<file path="src/rtl/lift_car_sequencer_pkg.sv">
// Shared lift encodings: action codes, sequencer state and field widths.
// Imported by the lift FSM and the car sequencer so both agree on encoding.
package lift_pkg;

  localparam int FLOOR_W = 2;
  localparam int TIMER_W = 4;

  typedef logic [1:0] action_t;

  localparam action_t ACT_IDLE = 2'b00;
  localparam action_t ACT_UP   = 2'b01;
  localparam action_t ACT_DOWN = 2'b10;
  localparam action_t ACT_DOOR = 2'b11;

  typedef enum logic [1:0] {
    ST_IDLE,
    ST_MOVE_UP,
    ST_MOVE_DOWN,
    ST_DOOR
  } seq_state_e;

endpackage

</file>
<file path="src/rtl/lift_car_sequencer_if.sv">
// Command handshake between the lift FSM (master) and the car sequencer.
// Action is only consumed on edges where Ready is high.
interface lift_cmd_if;
  import lift_pkg::*;

  action_t Action;
  logic    Ready;

  modport master (
    output Action,
    input  Ready
  );

  modport slave (
    input  Action,
    output Ready
  );

endinterface

</file>
<file path="src/rtl/lift_car_sequencer_timer.sv">
// Loadable down-counter that saturates at zero.
// Zero flags the final cycle of a timed phase.
module cycle_timer
  import lift_pkg::*;
#(
  parameter int W = TIMER_W
) (
  input  logic         Clock,
  input  logic         Reset,
  input  logic         Load,
  input  logic [W-1:0] Value,
  output logic         Zero
);

  logic [W-1:0] cnt_q;

  always_ff @(posedge Clock or negedge Reset) begin
    if (!Reset) begin
      cnt_q <= '0;
    end else if (Load) begin
      cnt_q <= Value;
    end else if (cnt_q != '0) begin
      cnt_q <= cnt_q - W'(1);
    end
  end

  assign Zero = (cnt_q == '0);

endmodule

</file>
<file path="src/rtl/lift_car_sequencer.sv">
// Car sequencer: turns lift FSM actions into timed motor/door drive,
// tracks the current floor and pulses Fault on out-of-range moves.
module lift_car_sequencer
  import lift_pkg::*;
#(
  parameter int NUM_FLOORS    = 3,
  parameter int TRAVEL_CYCLES = 8,
  parameter int DOOR_CYCLES   = 4
) (
  input  logic               Clock,
  input  logic               Reset,
  lift_cmd_if.slave          cmd,
  output logic [FLOOR_W-1:0] Floor,
  output logic               MotorUp,
  output logic               MotorDown,
  output logic               DoorOpen,
  output logic               Fault
);

  localparam logic [FLOOR_W-1:0] TOP_FLOOR =
    FLOOR_W'(NUM_FLOORS - 1);
  localparam logic [TIMER_W-1:0] TRAVEL_LOAD =
    TIMER_W'(TRAVEL_CYCLES - 1);
  localparam logic [TIMER_W-1:0] DOOR_LOAD =
    TIMER_W'(DOOR_CYCLES - 1);

  seq_state_e         state_q;
  logic [FLOOR_W-1:0] floor_q;
  logic               fault_q;

  logic               idle;
  logic               at_top;
  logic               at_bot;
  logic               act_up;
  logic               act_dn;
  logic               act_door;
  logic               t_load;
  logic [TIMER_W-1:0] t_value;
  logic               t_zero;

  assign idle     = (state_q == ST_IDLE);
  assign at_top   = (floor_q == TOP_FLOOR);
  assign at_bot   = (floor_q == '0);
  assign act_up   = (cmd.Action == ACT_UP);
  assign act_dn   = (cmd.Action == ACT_DOWN);
  assign act_door = (cmd.Action == ACT_DOOR);

  // Timer is only loaded when a legal command leaves IDLE.
  always_comb begin
    t_load  = 1'b0;
    t_value = '0;
    if (idle) begin
      unique case (1'b1)
        act_up && !at_top: begin
          t_load  = 1'b1;
          t_value = TRAVEL_LOAD;
        end
        act_dn && !at_bot: begin
          t_load  = 1'b1;
          t_value = TRAVEL_LOAD;
        end
        act_door: begin
          t_load  = 1'b1;
          t_value = DOOR_LOAD;
        end
        default: ;
      endcase
    end
  end

  cycle_timer #(
    .W (TIMER_W)
  ) u_timer (
    .Clock (Clock),
    .Reset (Reset),
    .Load  (t_load),
    .Value (t_value),
    .Zero  (t_zero)
  );

  always_ff @(posedge Clock or negedge Reset) begin
    if (!Reset) begin
      state_q <= ST_IDLE;
      floor_q <= '0;
      fault_q <= 1'b0;
    end else begin
      fault_q <= 1'b0;
      unique case (state_q)
        ST_IDLE: begin
          unique case (1'b1)
            act_up: begin
              if (at_top) fault_q <= 1'b1;
              else        state_q <= ST_MOVE_UP;
            end
            act_dn: begin
              if (at_bot) fault_q <= 1'b1;
              else        state_q <= ST_MOVE_DOWN;
            end
            act_door: state_q <= ST_DOOR;
            default: ;
          endcase
        end
        ST_MOVE_UP: begin
          if (t_zero) begin
            floor_q <= floor_q + FLOOR_W'(1);
            state_q <= ST_IDLE;
          end
        end
        ST_MOVE_DOWN: begin
          if (t_zero) begin
            floor_q <= floor_q - FLOOR_W'(1);
            state_q <= ST_IDLE;
          end
        end
        ST_DOOR: begin
          if (t_zero) state_q <= ST_IDLE;
        end
        default: state_q <= ST_IDLE;
      endcase
    end
  end

  assign cmd.Ready = idle;
  assign Floor     = floor_q;
  assign MotorUp   = (state_q == ST_MOVE_UP);
  assign MotorDown = (state_q == ST_MOVE_DOWN);
  assign DoorOpen  = (state_q == ST_DOOR);
  assign Fault     = fault_q;

endmodule

</file>
<file path="src/flat_wrapper.sv">
// flat-port wrapper written by rule: the top's interface ports become plain ports
module lift_car_sequencer_flat import lift_pkg::*;
#(
  parameter int NUM_FLOORS    = 3,
  parameter int TRAVEL_CYCLES = 8,
  parameter int DOOR_CYCLES   = 4
)
  (Clock, Reset, Floor, MotorUp, MotorDown, DoorOpen, Fault, cmd_Action, cmd_Ready);
  lift_cmd_if cmd_i ();
  input  logic Clock;
  input  logic Reset;
  output logic [FLOOR_W-1:0] Floor;
  output logic MotorUp;
  output logic MotorDown;
  output logic DoorOpen;
  output logic Fault;
  input wire logic [$bits(cmd_i.Action)-1:0] cmd_Action;
  output wire logic [$bits(cmd_i.Ready)-1:0] cmd_Ready;
  assign cmd_i.Action = cmd_Action;
  assign cmd_Ready = cmd_i.Ready;
  lift_car_sequencer #(.NUM_FLOORS(NUM_FLOORS), .TRAVEL_CYCLES(TRAVEL_CYCLES), .DOOR_CYCLES(DOOR_CYCLES)) u_core (.Clock(Clock), .Reset(Reset), .cmd(cmd_i), .Floor(Floor), .MotorUp(MotorUp), .MotorDown(MotorDown), .DoorOpen(DoorOpen), .Fault(Fault));
endmodule
</file>
<file path="config.mk">
export PLATFORM = sky130hd
export DESIGN_NAME = lift_car_sequencer_flat
export DESIGN_NICKNAME = d
export VERILOG_FILES = /design/src/rtl/lift_car_sequencer_pkg.sv /design/src/rtl/lift_car_sequencer_if.sv /design/src/rtl/lift_car_sequencer_timer.sv /design/src/rtl/lift_car_sequencer.sv /design/src/flat_wrapper.sv
export SDC_FILE = /design/constraint.sdc
export NUM_CORES = 1
export LEC_CHECK = 0
export CORE_MARGIN = 3
export CORE_UTILIZATION = 40
export DETAILED_ROUTE_END_ITERATION = 16
export PLACE_DENSITY = 0.79
export SYNTH_ARGS = -nofsm -noshare
export SYNTH_HDL_FRONTEND = slang
export SYNTH_SLANG_ARGS = --single-unit
</file>
<file path="constraint.sdc">
create_clock -name Clock -period 1.23 [get_ports Clock]
set_clock_uncertainty 0.05 [all_clocks]
set_input_delay 0.1845 -clock Clock [delete_from_list [all_inputs] [get_ports Clock]]
set_output_delay 0.1845 -clock Clock [all_outputs]
set_load 0.1 [all_outputs]
</file>
==> metrics.txt <==
final instance area ~1200 um2; count of maximum capacitance violations 0; count of H-tree levels built during CTS 1; clock tree from TritonCTS yes; post-detailed-route via-to-cell ratio 5.348; via total after detailed routing 615; min setup slack post-route -0.2570 ns; met3 track demand over resource in global routing just over 8%; effective utilization at floorplan a little over two fifths; number of hold-slack violations in the final timing report 0; Netlist Area Pre-Place ~570 um2; Final Critical Period approximately 1.5 ns; WL per Instance between 15 and 20 um; critical path required time 1.00 ns; portion of synthesized cell area occupied by the leading cell type between 30% and 40%; fill count 55; count of placed standard cells including taps between 90 and 100; DIE AREA about 1900 um2; die extent in y between 40 and 50 um; residual antenna-violating net count after detailed routing 0; run status finished with violations; syn_area_per_cell approximately 9.9 um2; r2r setup slk -0.19 ns; source-to-sink clock delay at the later pin of the worst-skew pair roughly 0.27 ns; routed wire length 2120 um; initial antenna violation count 0; Fmax achieved 672.5 MHz; half-perimeter wire length of the detailed placement result around 1100 um; maximum number of buffers from clock root to sink 2; startpoint of the worst-slack reg-to-reg timing path u_core.u_timer.cnt_q[1]; most used routing layer met2; Cell Area, Placed about 900 um2; arrival time reported for the critical path endpoint 1.25 ns; setup TNS -1.979 ns; clock root buffer clkbuf_4; number of nets in the layout ~110; cts bufs inserted 3; count of cells along the worst register-to-register path 7; largest net degree at the start of global routing 10; Worst Hold Margin roughly 0.16 ns; via count of the first global-routing pass 652; Port Buffers 10; net count after synthesis 66; Critical Setup Path Class register to primary output; layout overhead on the synthesized area 108.1%; GRT met1 Usage 25.64%; Hold/Removal Path Class primary input to async pin; global-route wire length before repair 3056 um; die boundary width about 44 um; leading cell type in the layout, fill and taps excluded buf_4; drt first-iter violations 6; standard-cell rows 13; critical path launch point type register; most used cells in the layout excluding fill and tap cells 19 x buf_4, 10 x buf_6, 7 x buf_12, 7 x dfrtp_1, 6 x inv_1; share of post-route cells with drive strength above 1 68.00%; area of the placeable core 1318 um2; fraction of the yosys area taken by sequential cells between 30% and 40%; max_slew headroom 71.90%; critical path fanouts, max 2; flops & latches, synth 9; share of the clock period used by the worst path after layout 120.9%; post-synth cell types 26; Gate Count Post-Synth between 50 and 60; total congestion overflow after global routing 0; Slew Viols, Final 0; number of standard cells in the layout, taps in and fillers out between 100 and 150; destination of the worst register-to-register timing path u_core.state_q[0]; I/O pin count 11; met2 track demand over resource in global routing 38.37%; total of endpoints with negative setup slack in the final report 14; count of TritonRoute iterations in the first routing pass 4; leading post-synthesis cells by cell area dfrtp_1 39%, ha_1 8.8%, inv_1 5.9%; Critical Path End Type primary output; Slew @ Worst Pin 0.4202 ns; RSZ-0062 raised after global routing true; GP Congestion around 0.85; failing checks negative setup slack; number of antenna cells inserted 0; DRC violation count after routing 0; total number of yosys warnings 0; clock sinks 9; largest area contributor in the synthesized netlist dfrtp_1; clk slew on worst S/H paths approximately 0.06 ns; GRT Util Overall roughly 22%
-- state kept, by name, indices dropped and copies added (netlist names) --
register,flops
u_core.Floor,2
u_core.state_q,2
u_core.Fault,1
u_core.u_timer.cnt_q,4
-- stage by stage --
stage	setup WS, ns	util (%)
floorplan	-0.3182	-
global placement	-0.5206	68.19
detailed placement	-0.5930	68.19
CTS	-0.2104	81.48
global route	-0.3013	90.31
finish	-0.2570	90.31
-- synthesized netlist by cell type --
master / count
o41ai_2: 1
nand3b_1: 1
or2_0: 1
nand2b_1: 2
nor2_1: 6
nor4_1: 1
a221oi_1: 1
xnor2_1: 3
nor3_1: 1
and3b_2: 1
mux2i_1: 2
a211o_1: 1
nand2_1: 1
o21ai_0: 4
inv_1: 9
nor2b_1: 2
a21o_1: 1
nor3b_1: 1
a221oi_2: 1
ha_1: 4
o32ai_1: 1
dfrtp_1: 9
and2b_1: 1
buf_2: 1
and2_1: 1
nor3b_4: 1
-- what timing repair did --
item	4_1_cts	5_1_grt
buffers inserted	9	7
pin swaps	2	4
hold buffers	0	0
endpoints found under the setup margin	14	15
resized for setup	20	14
hold endpoints to repair	0	0
-- area by class of cell --
class | instances | area (um2) | area share, %
timing repair buffer | 39 | 422.9 | 35.54
inverter | 9 | 37.54 | 3.155
tap | 15 | 18.77 | 1.577
multi-input combinational | 39 | 451.7 | 37.96
sequential | 9 | 232.7 | 19.56
clock buffer | 4 | 26.28 | 2.208
-- layer usage --
layer | share of wire, % | wire (um)
met1 | 38 | 807
met2 | 54 | 1137
met3 | 5.2 | 110
met4 | 3.1 | 65
met5 | 0 | 0
-- worst max-delay path by stage --
stage,start,to,slack [ns]
after floorplan,u_core.state_q[0],u_core.u_timer.cnt_q[2],-0.32
after global placement,cmd_Action[0],u_core.u_timer.cnt_q[1],-0.52
after detailed placement,cmd_Action[0],u_core.u_timer.cnt_q[1],-0.59
after CTS,u_core.state_q[1],MotorUp,-0.21
after global routing,u_core.state_q[0],cmd_Ready,-0.30
final,u_core.state_q[0],cmd_Ready,-0.26
-- logic make-up (layout without fill, tap and decap cells) --
| group | Yosys count | in the layout | share of synthesized area (%) |
|---|---|---|---|
| compound gates | 10 | 10 | 14.88 |
| buf+inv | 10 | 52 | 6.782 |
| simple gates | 20 | 20 | 22.10 |
| fa+ha+maj | 4 | 4 | 8.753 |
| mux | 2 | 2 | 3.501 |
| flops | 9 | 9 | 39.39 |
| xor+xnor | 3 | 3 | 4.596 |
-- critical path: stages (launching register included) --
cell and delay (ns):
dfrtp_1 0.39, or2_4 0.29, clkinvlp_4 0.12, buf_12 0.18
Power is not shown: default switching activity piles up to over one toggle a cycle in this logic, so the estimate is an artifact.
